==> src/rtl/motor_command_sequencer_if.sv <==
// Signal bundle between the motion planner / feedback core / actuator and the sequencer.
interface motor_command_sequencer_if;
    logic [15:0] setpoint;
    logic        setpoint_valid;
    logic        setpoint_ready;
    logic [15:0] motor_command;
    logic [15:0] motor_correction;
    logic        veto_in;
    logic [1:0]  attention_level;
    logic [15:0] act_data;
    logic        act_valid;
    logic        act_ready;
    logic [7:0]  veto_count;

    modport slave (
        input  setpoint, setpoint_valid, motor_correction, veto_in, attention_level, act_ready,
        output setpoint_ready, motor_command, act_data, act_valid, veto_count
    );

    modport master (
        output setpoint, setpoint_valid, motor_correction, veto_in, attention_level, act_ready,
        input  setpoint_ready, motor_command, act_data, act_valid, veto_count
    );
endinterface

==> src/rtl/motor_command_sequencer.sv <==
// Accepts planner setpoints, waits for the feedback core to settle, applies its gain-scaled
// correction with saturation and a slew limit, and offers the result to the actuator.
module motor_command_sequencer #(
    parameter int unsigned SETTLE_CYCLES = 4,
    parameter logic [15:0] MAX_STEP      = 16'd256,
    parameter int unsigned VETO_HOLD     = 8
) (
    input logic                      clk_100mhz,
    input logic                      rst,
    motor_command_sequencer_if.slave bus
);
    typedef enum logic [2:0] {S_IDLE, S_SETTLE, S_APPLY, S_DRIVE, S_VETO_HOLD} state_e;

    localparam logic [7:0]         SETTLE_LOAD = 8'(SETTLE_CYCLES - 1);
    localparam logic [7:0]         HOLD_LOAD   = 8'(VETO_HOLD - 1);
    localparam logic signed [16:0] STEP_POS    = {1'b0, MAX_STEP};
    localparam logic signed [16:0] STEP_NEG    = -STEP_POS;

    state_e      state_q, state_d;
    logic [15:0] cmd_q, cmd_d;
    logic [15:0] motor_command_q, motor_command_d;
    logic [15:0] act_data_q, act_data_d;
    logic        act_valid_q, act_valid_d;
    logic [15:0] last_out_q, last_out_d;
    logic [7:0]  veto_count_q, veto_count_d;
    logic        veto_prev_q, veto_prev_d;
    logic [7:0]  settle_cnt_q, settle_cnt_d;
    logic        settle_zero_q, settle_zero_d;
    logic [7:0]  hold_cnt_q, hold_cnt_d;
    logic        setpoint_ready_q, setpoint_ready_d;

    logic [1:0]         shift;
    logic signed [15:0] scaled;
    logic signed [16:0] cand_wide;
    logic [15:0]        cand;
    logic signed [16:0] delta_wide;
    logic signed [16:0] delta;
    logic [16:0]        out_wide;
    logic [15:0]        apply_out;

    always_comb begin
        shift     = 2'd3 - bus.attention_level;
        scaled    = $signed(bus.motor_correction) >>> shift;
        cand_wide = {cmd_q[15], cmd_q} + {scaled[15], scaled};
        // Overflow shows as disagreement between the two top bits of the 17-bit sum.
        if (cand_wide[16] != cand_wide[15]) begin
            cand = cand_wide[16] ? 16'h8000 : 16'h7FFF;
        end else begin
            cand = cand_wide[15:0];
        end
        delta_wide = {cand[15], cand} - {last_out_q[15], last_out_q};
        if (delta_wide > STEP_POS) begin
            delta = STEP_POS;
        end else if (delta_wide < STEP_NEG) begin
            delta = STEP_NEG;
        end else begin
            delta = delta_wide;
        end
        out_wide  = {last_out_q[15], last_out_q} + delta;
        apply_out = out_wide[15:0];
    end

    always_comb begin
        state_d         = state_q;
        cmd_d           = cmd_q;
        motor_command_d = motor_command_q;
        act_data_d      = act_data_q;
        act_valid_d     = act_valid_q;
        last_out_d      = last_out_q;
        veto_count_d    = veto_count_q;
        veto_prev_d     = bus.veto_in;
        settle_cnt_d    = settle_cnt_q;
        settle_zero_d   = settle_zero_q;
        hold_cnt_d      = hold_cnt_q;

        if (bus.veto_in && !veto_prev_q && (veto_count_q != 8'hFF)) begin
            veto_count_d = veto_count_q + 8'd1;
        end

        case (state_q)
            S_IDLE: begin
                if (bus.setpoint_valid) begin
                    cmd_d           = bus.setpoint;
                    motor_command_d = bus.setpoint;
                    settle_cnt_d    = SETTLE_LOAD;
                    settle_zero_d   = 1'b0;
                    state_d         = S_SETTLE;
                end
            end
            S_SETTLE: begin
                // The counter first reaches zero, then one more cycle passes before APPLY.
                if (bus.veto_in) begin
                    hold_cnt_d = HOLD_LOAD;
                    state_d    = S_VETO_HOLD;
                end else if (settle_zero_q) begin
                    state_d = S_APPLY;
                end else if (settle_cnt_q == 8'd0) begin
                    settle_zero_d = 1'b1;
                end else begin
                    settle_cnt_d = settle_cnt_q - 8'd1;
                end
            end
            S_APPLY: begin
                if (bus.veto_in) begin
                    hold_cnt_d = HOLD_LOAD;
                    state_d    = S_VETO_HOLD;
                end else begin
                    act_data_d  = apply_out;
                    act_valid_d = 1'b1;
                    state_d     = S_DRIVE;
                end
            end
            S_DRIVE: begin
                if (bus.act_ready) begin
                    last_out_d  = act_data_q;
                    act_valid_d = 1'b0;
                    hold_cnt_d  = HOLD_LOAD;
                    state_d     = bus.veto_in ? S_VETO_HOLD : S_IDLE;
                end else if (bus.veto_in) begin
                    act_valid_d = 1'b0;
                    hold_cnt_d  = HOLD_LOAD;
                    state_d     = S_VETO_HOLD;
                end
            end
            S_VETO_HOLD: begin
                if (bus.veto_in) begin
                    hold_cnt_d = HOLD_LOAD;
                end else if (hold_cnt_q == 8'd0) begin
                    state_d = S_IDLE;
                end else begin
                    hold_cnt_d = hold_cnt_q - 8'd1;
                end
            end
            default: state_d = S_IDLE;
        endcase

        setpoint_ready_d = (state_d == S_IDLE);
    end

    always_ff @(posedge clk_100mhz or posedge rst) begin
        if (rst) begin
            state_q          <= S_IDLE;
            cmd_q            <= '0;
            motor_command_q  <= '0;
            act_data_q       <= '0;
            act_valid_q      <= 1'b0;
            last_out_q       <= '0;
            veto_count_q     <= '0;
            veto_prev_q      <= 1'b0;
            settle_cnt_q     <= '0;
            settle_zero_q    <= 1'b0;
            hold_cnt_q       <= '0;
            setpoint_ready_q <= 1'b1;
        end else begin
            state_q          <= state_d;
            cmd_q            <= cmd_d;
            motor_command_q  <= motor_command_d;
            act_data_q       <= act_data_d;
            act_valid_q      <= act_valid_d;
            last_out_q       <= last_out_d;
            veto_count_q     <= veto_count_d;
            veto_prev_q      <= veto_prev_d;
            settle_cnt_q     <= settle_cnt_d;
            settle_zero_q    <= settle_zero_d;
            hold_cnt_q       <= hold_cnt_d;
            setpoint_ready_q <= setpoint_ready_d;
        end
    end

    assign bus.setpoint_ready = setpoint_ready_q;
    assign bus.motor_command  = motor_command_q;
    assign bus.act_data       = act_data_q;
    assign bus.act_valid      = act_valid_q;
    assign bus.veto_count     = veto_count_q;
endmodule

==> src/flat_wrapper.sv <==
// flat-port wrapper written by rule: the top's interface ports become plain ports
module motor_command_sequencer_flat 
#(
    parameter int unsigned SETTLE_CYCLES = 4,
    parameter logic [15:0] MAX_STEP      = 16'd256,
    parameter int unsigned VETO_HOLD     = 8
)
  (clk_100mhz, rst, bus_setpoint, bus_setpoint_valid, bus_motor_correction, bus_veto_in, bus_attention_level, bus_act_ready, bus_setpoint_ready, bus_motor_command, bus_act_data, bus_act_valid, bus_veto_count);
  motor_command_sequencer_if bus_i ();
  input logic clk_100mhz;
  input logic rst;
  input wire logic [$bits(bus_i.setpoint)-1:0] bus_setpoint;
  input wire logic [$bits(bus_i.setpoint_valid)-1:0] bus_setpoint_valid;
  input wire logic [$bits(bus_i.motor_correction)-1:0] bus_motor_correction;
  input wire logic [$bits(bus_i.veto_in)-1:0] bus_veto_in;
  input wire logic [$bits(bus_i.attention_level)-1:0] bus_attention_level;
  input wire logic [$bits(bus_i.act_ready)-1:0] bus_act_ready;
  output wire logic [$bits(bus_i.setpoint_ready)-1:0] bus_setpoint_ready;
  output wire logic [$bits(bus_i.motor_command)-1:0] bus_motor_command;
  output wire logic [$bits(bus_i.act_data)-1:0] bus_act_data;
  output wire logic [$bits(bus_i.act_valid)-1:0] bus_act_valid;
  output wire logic [$bits(bus_i.veto_count)-1:0] bus_veto_count;
  assign bus_i.setpoint = bus_setpoint;
  assign bus_i.setpoint_valid = bus_setpoint_valid;
  assign bus_i.motor_correction = bus_motor_correction;
  assign bus_i.veto_in = bus_veto_in;
  assign bus_i.attention_level = bus_attention_level;
  assign bus_i.act_ready = bus_act_ready;
  assign bus_setpoint_ready = bus_i.setpoint_ready;
  assign bus_motor_command = bus_i.motor_command;
  assign bus_act_data = bus_i.act_data;
  assign bus_act_valid = bus_i.act_valid;
  assign bus_veto_count = bus_i.veto_count;
  motor_command_sequencer #(.SETTLE_CYCLES(SETTLE_CYCLES), .MAX_STEP(MAX_STEP), .VETO_HOLD(VETO_HOLD)) u_core (.clk_100mhz(clk_100mhz), .rst(rst), .bus(bus_i));
endmodule
==> config.mk <==
export PLATFORM = sky130hd
export DESIGN_NAME = motor_command_sequencer_flat
export DESIGN_NICKNAME = d
export VERILOG_FILES = /design/src/rtl/motor_command_sequencer_if.sv /design/src/rtl/motor_command_sequencer.sv /design/src/flat_wrapper.sv
export SDC_FILE = /design/constraint.sdc
export NUM_CORES = 1
export LEC_CHECK = 0
export CAP_MARGIN = 20
export CORE_MARGIN = 2
export CORE_UTILIZATION = 45
export DETAILED_ROUTE_END_ITERATION = 10
export DONT_BUFFER_PORTS = 1
export MAX_ROUTING_LAYER = met4
export PLACE_DENSITY = 0.59
export SLEW_MARGIN = 0
export SYNTH_ARGS = -nofsm -noshare
export SYNTH_HDL_FRONTEND = slang
export SYNTH_SLANG_ARGS = --single-unit
==> constraint.sdc <==
create_clock -name clk_100mhz -period 9 [get_ports clk_100mhz]
set_input_delay 1.35 -clock clk_100mhz [delete_from_list [all_inputs] [get_ports clk_100mhz]]
set_output_delay 1.35 -clock clk_100mhz [all_outputs]
set_load 0.05 [all_outputs]
# [Word-level counts from Yosys, hierarchy flattened]
# Index checks and enable logic that the tools add are counted.
[word_totals] ff_bits=79 word_cells=86 in_bits=39 output_inout_bits=42
[classes] shift=1 eq_ne=13 bitwise=1 n_addsub=7 muxes=33 n_reduce_logical=18 magnitude_cmp=2
[op_table] cell="$mux W16" count=4
[op_table] cell="$mux W8" count=8
[op_table] cell="$mux W3" count=9
[op_table] cell="$pmux W8 S3" count=1
[op_table] cell="$add A16 B16 Y17" count=1
[op_table] cell="$gt A17 B10 Y1 const B" count=1
[op_table] cell="$lt A17 B9 Y1 const B" count=1
[op_table] cell="$sub A16 B16 Y17" count=1
[op_table] cell="$add A16 B16 Y16" count=1
[op_table] cell="$logic_not A8 Y1" count=2
[op_table] cell="$pmux W8 S2" count=1
[op_table] cell="$sshr A16 B2 Y16" count=1
[op_table] cell="$sub A8 B1 Y8 const B" count=2
[op_table] cell="$pmux W3 S5" count=1
[op_table] cell="$ne A2 B2 Y1 const B" count=5
[op_table] cell="$add A8 B1 Y8 const B" count=1
[op_table] cell="$ne A8 B8 Y1 const B" count=1
[op_table] cell="$reduce_and A2 Y1" count=4
[op_table] cell="$mux W1" count=7
[op_table] cell="$eq A3 B2 Y1 const B" count=2
[op_table] cell="$logic_not A3 Y1" count=2
[op_table] cell="$ne A3 B3 Y1 const B" count=2
[op_table] cell="$reduce_and A3 Y1" count=2
[op_table] cell="$reduce_and A5 Y1" count=1
[op_table] cell="other kinds (11)" count=14

# [Logic depth before layout (Yosys ltp)]
[logic_depth] depth_word=10 ltp_mapped=43 mapped_depth_nobuf=41

# [Least setup slack after synthesis]
# No wires, ideal clock.
[synth_timing] kind="input-to-reg" from="input bus_attention_level[0]" to="register u_core.act_data_q[14] (netlist: u_core.bus.act_data[14])" arrival_ns=9.833 stages=40 path_slack_ns=-0.957 t_required_ns=8.875 setup_ns=0.125 path_cell_list="clkbuf_1 clkbuf_1 mux4_2 ha_1 a21o_1 a21o_1 or3_1 a221oi_1 and3b_1 o21ai_0 nand2b_1 xor2_1 ha_1 o21ai_0 a31o_2 clkbuf_1 o21ai_0 ha_1 (+4 left out) or4_4 a21o_1 mux2i_1 nor4b_2 a21boi_4 nor2_1 ha_1 inv_1 fa_1 nor2b_1 o21ai_0 a21o_1 a31oi_1 a41o_1 nor3_1 o41ai_1 xor2_1 mux2_2"
[synth_via] elab_chain_len=10
[synth_rtl] item="start, declared" line="flat_wrapper.sv:16" text="input wire logic [$bits(bus_i.attention_level)-1:0] bus_attention_level;"
[synth_rtl] item="$sub A2 B2 Y2 (*)" line="motor_command_sequencer.sv:42" text="shift = 2'd3 - bus.attention_level;"
[synth_rtl] item="$sshr A16 B2 Y16 (*)" line="motor_command_sequencer.sv:43" text="scaled = $signed(bus.motor_correction) >>> shift;"
[synth_rtl] item="$add A16 B16 Y17 (*)" line="motor_command_sequencer.sv:44" text="cand_wide = {cmd_q[15], cmd_q} + {scaled[15], scaled};"
[synth_rtl] item="$mux W16 / $ne A1 B1 Y1 (equally long branches)" line="motor_command_sequencer.sv:47, motor_command_sequencer.sv:46"
[synth_rtl] item="$mux W16 (*)" line="motor_command_sequencer.sv:46" text="if (cand_wide[16] != cand_wide[15]) begin"
[synth_rtl] item="$sub A16 B16 Y17 (*)" line="motor_command_sequencer.sv:51" text="delta_wide = {cand[15], cand} - {last_out_q[15], last_out_q};"
[synth_rtl] item="$lt A17 B9 Y1" line="motor_command_sequencer.sv:54" text="end else if (delta_wide < STEP_NEG) begin"
[synth_rtl] item="$mux W16" line="motor_command_sequencer.sv:54"
[synth_rtl] item="$mux W16 (*)" line="motor_command_sequencer.sv:52" text="if (delta_wide > STEP_POS) begin"
[synth_rtl] item="$add A16 B16 Y16 (*)" line="motor_command_sequencer.sv:59" text="out_wide = {last_out_q[15], last_out_q} + delta;"
[synth_rtl] item="end signal, assigned" line="motor_command_sequencer.sv:158" text="act_data_q <= act_data_d;"
[synth_rtl] item="end, declared" line="motor_command_sequencer.sv:22" text="logic [15:0] act_data_q, act_data_d;"
# Every way passes the cells marked *; elsewhere a longest branch is shown, timed or not.
# A chain may end at the register's enable or synchronous reset.

# [Worst setup path after layout]
[layout_timing] from="input bus_attention_level[1]" to="register u_core.act_data_q[13] (netlist: u_core.bus.act_data[13])"
# The elaborated chain is that of the path after synthesis.

==> impl_metrics.py <==
metrics = {
    "status": {
        "status": "finished clean",
    },
    "final_layout": {
        "final_layout_size_suffix_gt1_frac": 0.2143,
        "final_nets": 777,
        "diodes": 0,
        "syn2layout_area_growth_pct": 14.16,
        "fillCellCount": 1254,
    },
    "clocking": {
        "numCtsBuffers": 9,
        "cts_tree": "built",
        "cts_buffer_depth": 2,
        "insertion_delay_ns": 0.35,
        "cts-root-buf": "clkbuf_16",
        "cts_htree_levels": 3,
        "cts.sinks": 79,
        "clk_pin_slew_ns": 0.06,
        "hold_buffers": 0,
    },
    "timing": {
        "final.min_clock_period_ns": 8.663,
        "finalHoldViolCount": 0,
        "maxSlewHeadroom": 0.5017,
        "slew_violations": 0,
        "fin_crit_sh": 0.9625,
        "skew_ns": 0.006364,
        "tightestPinTransition_ns": 0.7457,
        "setup_ws_ns": 0.3374,
        "setup_viol": 0,
        "fmax_mhz": 115.4,
    },
    "hold_path": {
        "whs_path_depth": 1,
        "hp-class": "reg -> reg",
    },
    "worst_setup_path": {
        "r2r_cells": 37,
        "crit_path_start": "bus_attention_level[1]",
        "start_kind": "input port",
        "cp_max_fo": 18,
        "cp.buffers_inverters": 2,
        "cp_data_required_time_ns": 9.22,
        "cp_num_cells": 38,
        "criticalPathCategory": "in -> reg",
        "crit_end": "u_core.bus.act_data[13]$_DFFE_PP0P_",
        "r2r-end": "u_core.bus.act_data[13]$_DFFE_PP0P_",
        "r2r-start": "u_core.cmd_q[0]$_DFFE_PP0P_",
        "end_kind": "register",
        "cp_top_family": "compound AO/OA/AOI/OAI gates",
        "r2r_setup_slack_ns": 1.01,
        "crit_top_cell": "ha_1",
        "slowest_stage": "a2111oi_4",
        "cpPeakStageDelay_ns": 0.38,
        "arrival_ns": 8.88,
    },
    "yosys": {
        "synth_area_leaders": "dfrtp_1, ha_1, mux2_2",
        "syn-cell-area_sq_um": 6192,
        "ys_ff_latch": 79,
        "syn_nets": 759,
        "yosys.area.top_type": "dfrtp_1",
        "synth_warnings": 0,
        "synth_cells": 663,
        "yosys.area.top_type_share": 0.3152,
        "seq_area_frac_synth": 0.3195,
        "synth_ff_type": "dfrtp_1",
        "syn_avg_cell_area_sq_um": 9.340,
        "ys_types": 68,
        "async_reset_ff_frac": 1.000,
        "synth.cells.most_frequent": "dfrtp_1, ha_1, o21ai_0",
        "synth_edf_count": 0,
        "yosysMostFrequentCell": "dfrtp_1",
    },
    "route": {
        "firstDrtPassIters": 4,
        "vias_per_cell": 5.711,
        "wl_per_cell_um": 16.27,
        "vias": 4923,
        "routed_wl_um": 14030,
        "drc_errors": 0,
        "ant_nets": 0,
        "dr.first_iter.drc_count": 184,
    },
    "global_routing": {
        "grt_pass1_vias": 4833,
        "gr-usage-all-layers": 0.1960,
        "grt_pass1_wl_um": 22420,
        "grt_antenna_before_repair": 0,
        "grt.overflow.total": 0,
        "grt_max_degree": 80,
    },
    "floorplan": {
        "coreArea_sq_um": 13350,
        "die_x_um": 121.3,
        "start_util": 0.4639,
        "die_h_um": 121.3,
        "row_count": 42,
        "io_pins": 81,
        "dieArea_sq_um": 14710,
    },
    "flow_run": {
        "maxCapViolations": 0,
    },
    "place": {
        "dp.final_hpwl_um": 10460,
        "globalplace.congestion": 0.8509,
        "dp_slack_ns": -0.05751,
        "io_buffers": 0,
    },
}
-- metal layers --
metal	GRT usage	routed length, um	part of all wire	up-vias
li1	-	-	-	2451
met1	0.2341	6123	0.44	2389
met2	0.3220	7176	0.51	55
met3	0.04182	401	0.029	28
met4	0.08190	325	0.023	0
met5	-	0	0	-
-- cell type report --
cell class | count | area [sq um] | area share
sequential | 79 | 1978 | 0.2798
clock inverter | 7 | 47.55 | 0.006726
multi-input combinational | 521 | 4209 | 0.5954
timing repair buffer | 28 | 230.2 | 0.03257
clock buffer | 9 | 225.2 | 0.03186
tap | 176 | 220.2 | 0.03115
inverter | 42 | 158.9 | 0.02248
-- registers in the layout, summed over array words and instances, names as in the netlist --
signal,count
u_core.hold_cnt_q,8
u_core.bus.act_valid,1
u_core.cmd_q,16
u_core.veto_prev_q,1
u_core.last_out_q,16
u_core.bus.veto_count,8
u_core.bus.act_data,16
u_core.settle_zero_q,1
u_core.settle_cnt_q,8
u_core.state_q,3
u_core.bus.setpoint_ready,1
-- worst register-to-register path: cells and delay by family (launching register included) --
kind / cells / cell delay, ns
simple gates: 9 / 1.37
buf+inv: 2 / 0.23
compound gates: 19 / 3.65
xor+xnor: 1 / 0.11
fa+ha+maj: 6 / 1.84
flops: 1 / 0.70
-- repair_timing --
item | 4_1_cts | 5_1_grt
hold endpoints to repair | 0 | 0
gates resized for setup | 0 | 34
buffers inserted | 0 | 10
endpoints found under the setup margin | 0 | 3
-- placed cells by master, fill, tap and decap left out, types with 6 or more instances in the layout --
| master | count |
|---|---|
| a31o_2 | 7 |
| inv_1 | 41 |
| mux4_2 | 9 |
| ha_1 | 50 |
| nor2_1 | 44 |
| a21oi_2 | 6 |
| nand3_1 | 10 |
| mux2_2 | 36 |
| xor2_1 | 22 |
| o21a_1 | 12 |
| o21ai_0 | 46 |
| a21o_1 | 16 |
| clkbuf_16 | 9 |
| nor3_1 | 13 |
| buf_4 | 27 |
| nor2b_1 | 6 |
| nand2b_1 | 10 |
| dfrtp_1 | 78 |
| xnor2_1 | 28 |
| and3_1 | 8 |
| a21oi_1 | 26 |
| nand2_1 | 50 |
-- stage by stage --
stage | area (sq um) | util | std cells | TNS, ns | hold WS, ns
finish | 7069 | 0.5296 | 862 | 0 | 0.5067
global route | 7069 | 0.5296 | 862 | -0.1980 | 0.5302
CTS | 6793 | 0.5089 | 850 | 0 | 0.5110
detailed placement | 6520 | 0.4885 | 834 | -0.1050 | 0.4982
global placement | 6520 | 0.4885 | 834 | 0 | 0.4929
floorplan | 6302 | - | 663 | -0.1213 | 0.4642
-- cell families after synthesis --
family,after synthesis,synth area share
XOR/XNOR,50,0.07072
AO/OA/AOI/OAI,177,0.1912
multiplexers,51,0.1079
adder cells (fa/ha/maj),57,0.1188
flip-flops,79,0.3195
buffers and inverters,64,0.04142
AND/OR/NAND/NOR,185,0.1505
-- worst min-delay path by stage --
stage | slack [ns] | to | start
final | 0.51 | u_core.last_out_q[15]$_DFFE_PP0P_ | u_core.last_out_q[15]$_DFFE_PP0P_
after global routing | 0.53 | u_core.last_out_q[15]$_DFFE_PP0P_ | u_core.last_out_q[15]$_DFFE_PP0P_
after CTS | 0.51 | u_core.hold_cnt_q[3]$_DFFE_PP0P_ | u_core.hold_cnt_q[3]$_DFFE_PP0P_
after detailed placement | 0.50 | u_core.hold_cnt_q[3]$_DFFE_PP0P_ | u_core.hold_cnt_q[3]$_DFFE_PP0P_
after global placement | 0.49 | u_core.last_out_q[15]$_DFFE_PP0P_ | u_core.last_out_q[15]$_DFFE_PP0P_
after floorplan | 0.46 | u_core.hold_cnt_q[3]$_DFFE_PP0P_ | u_core.hold_cnt_q[3]$_DFFE_PP0P_
Power is not shown: default switching activity piles up to over one toggle a cycle in this logic, so the estimate is an artifact.
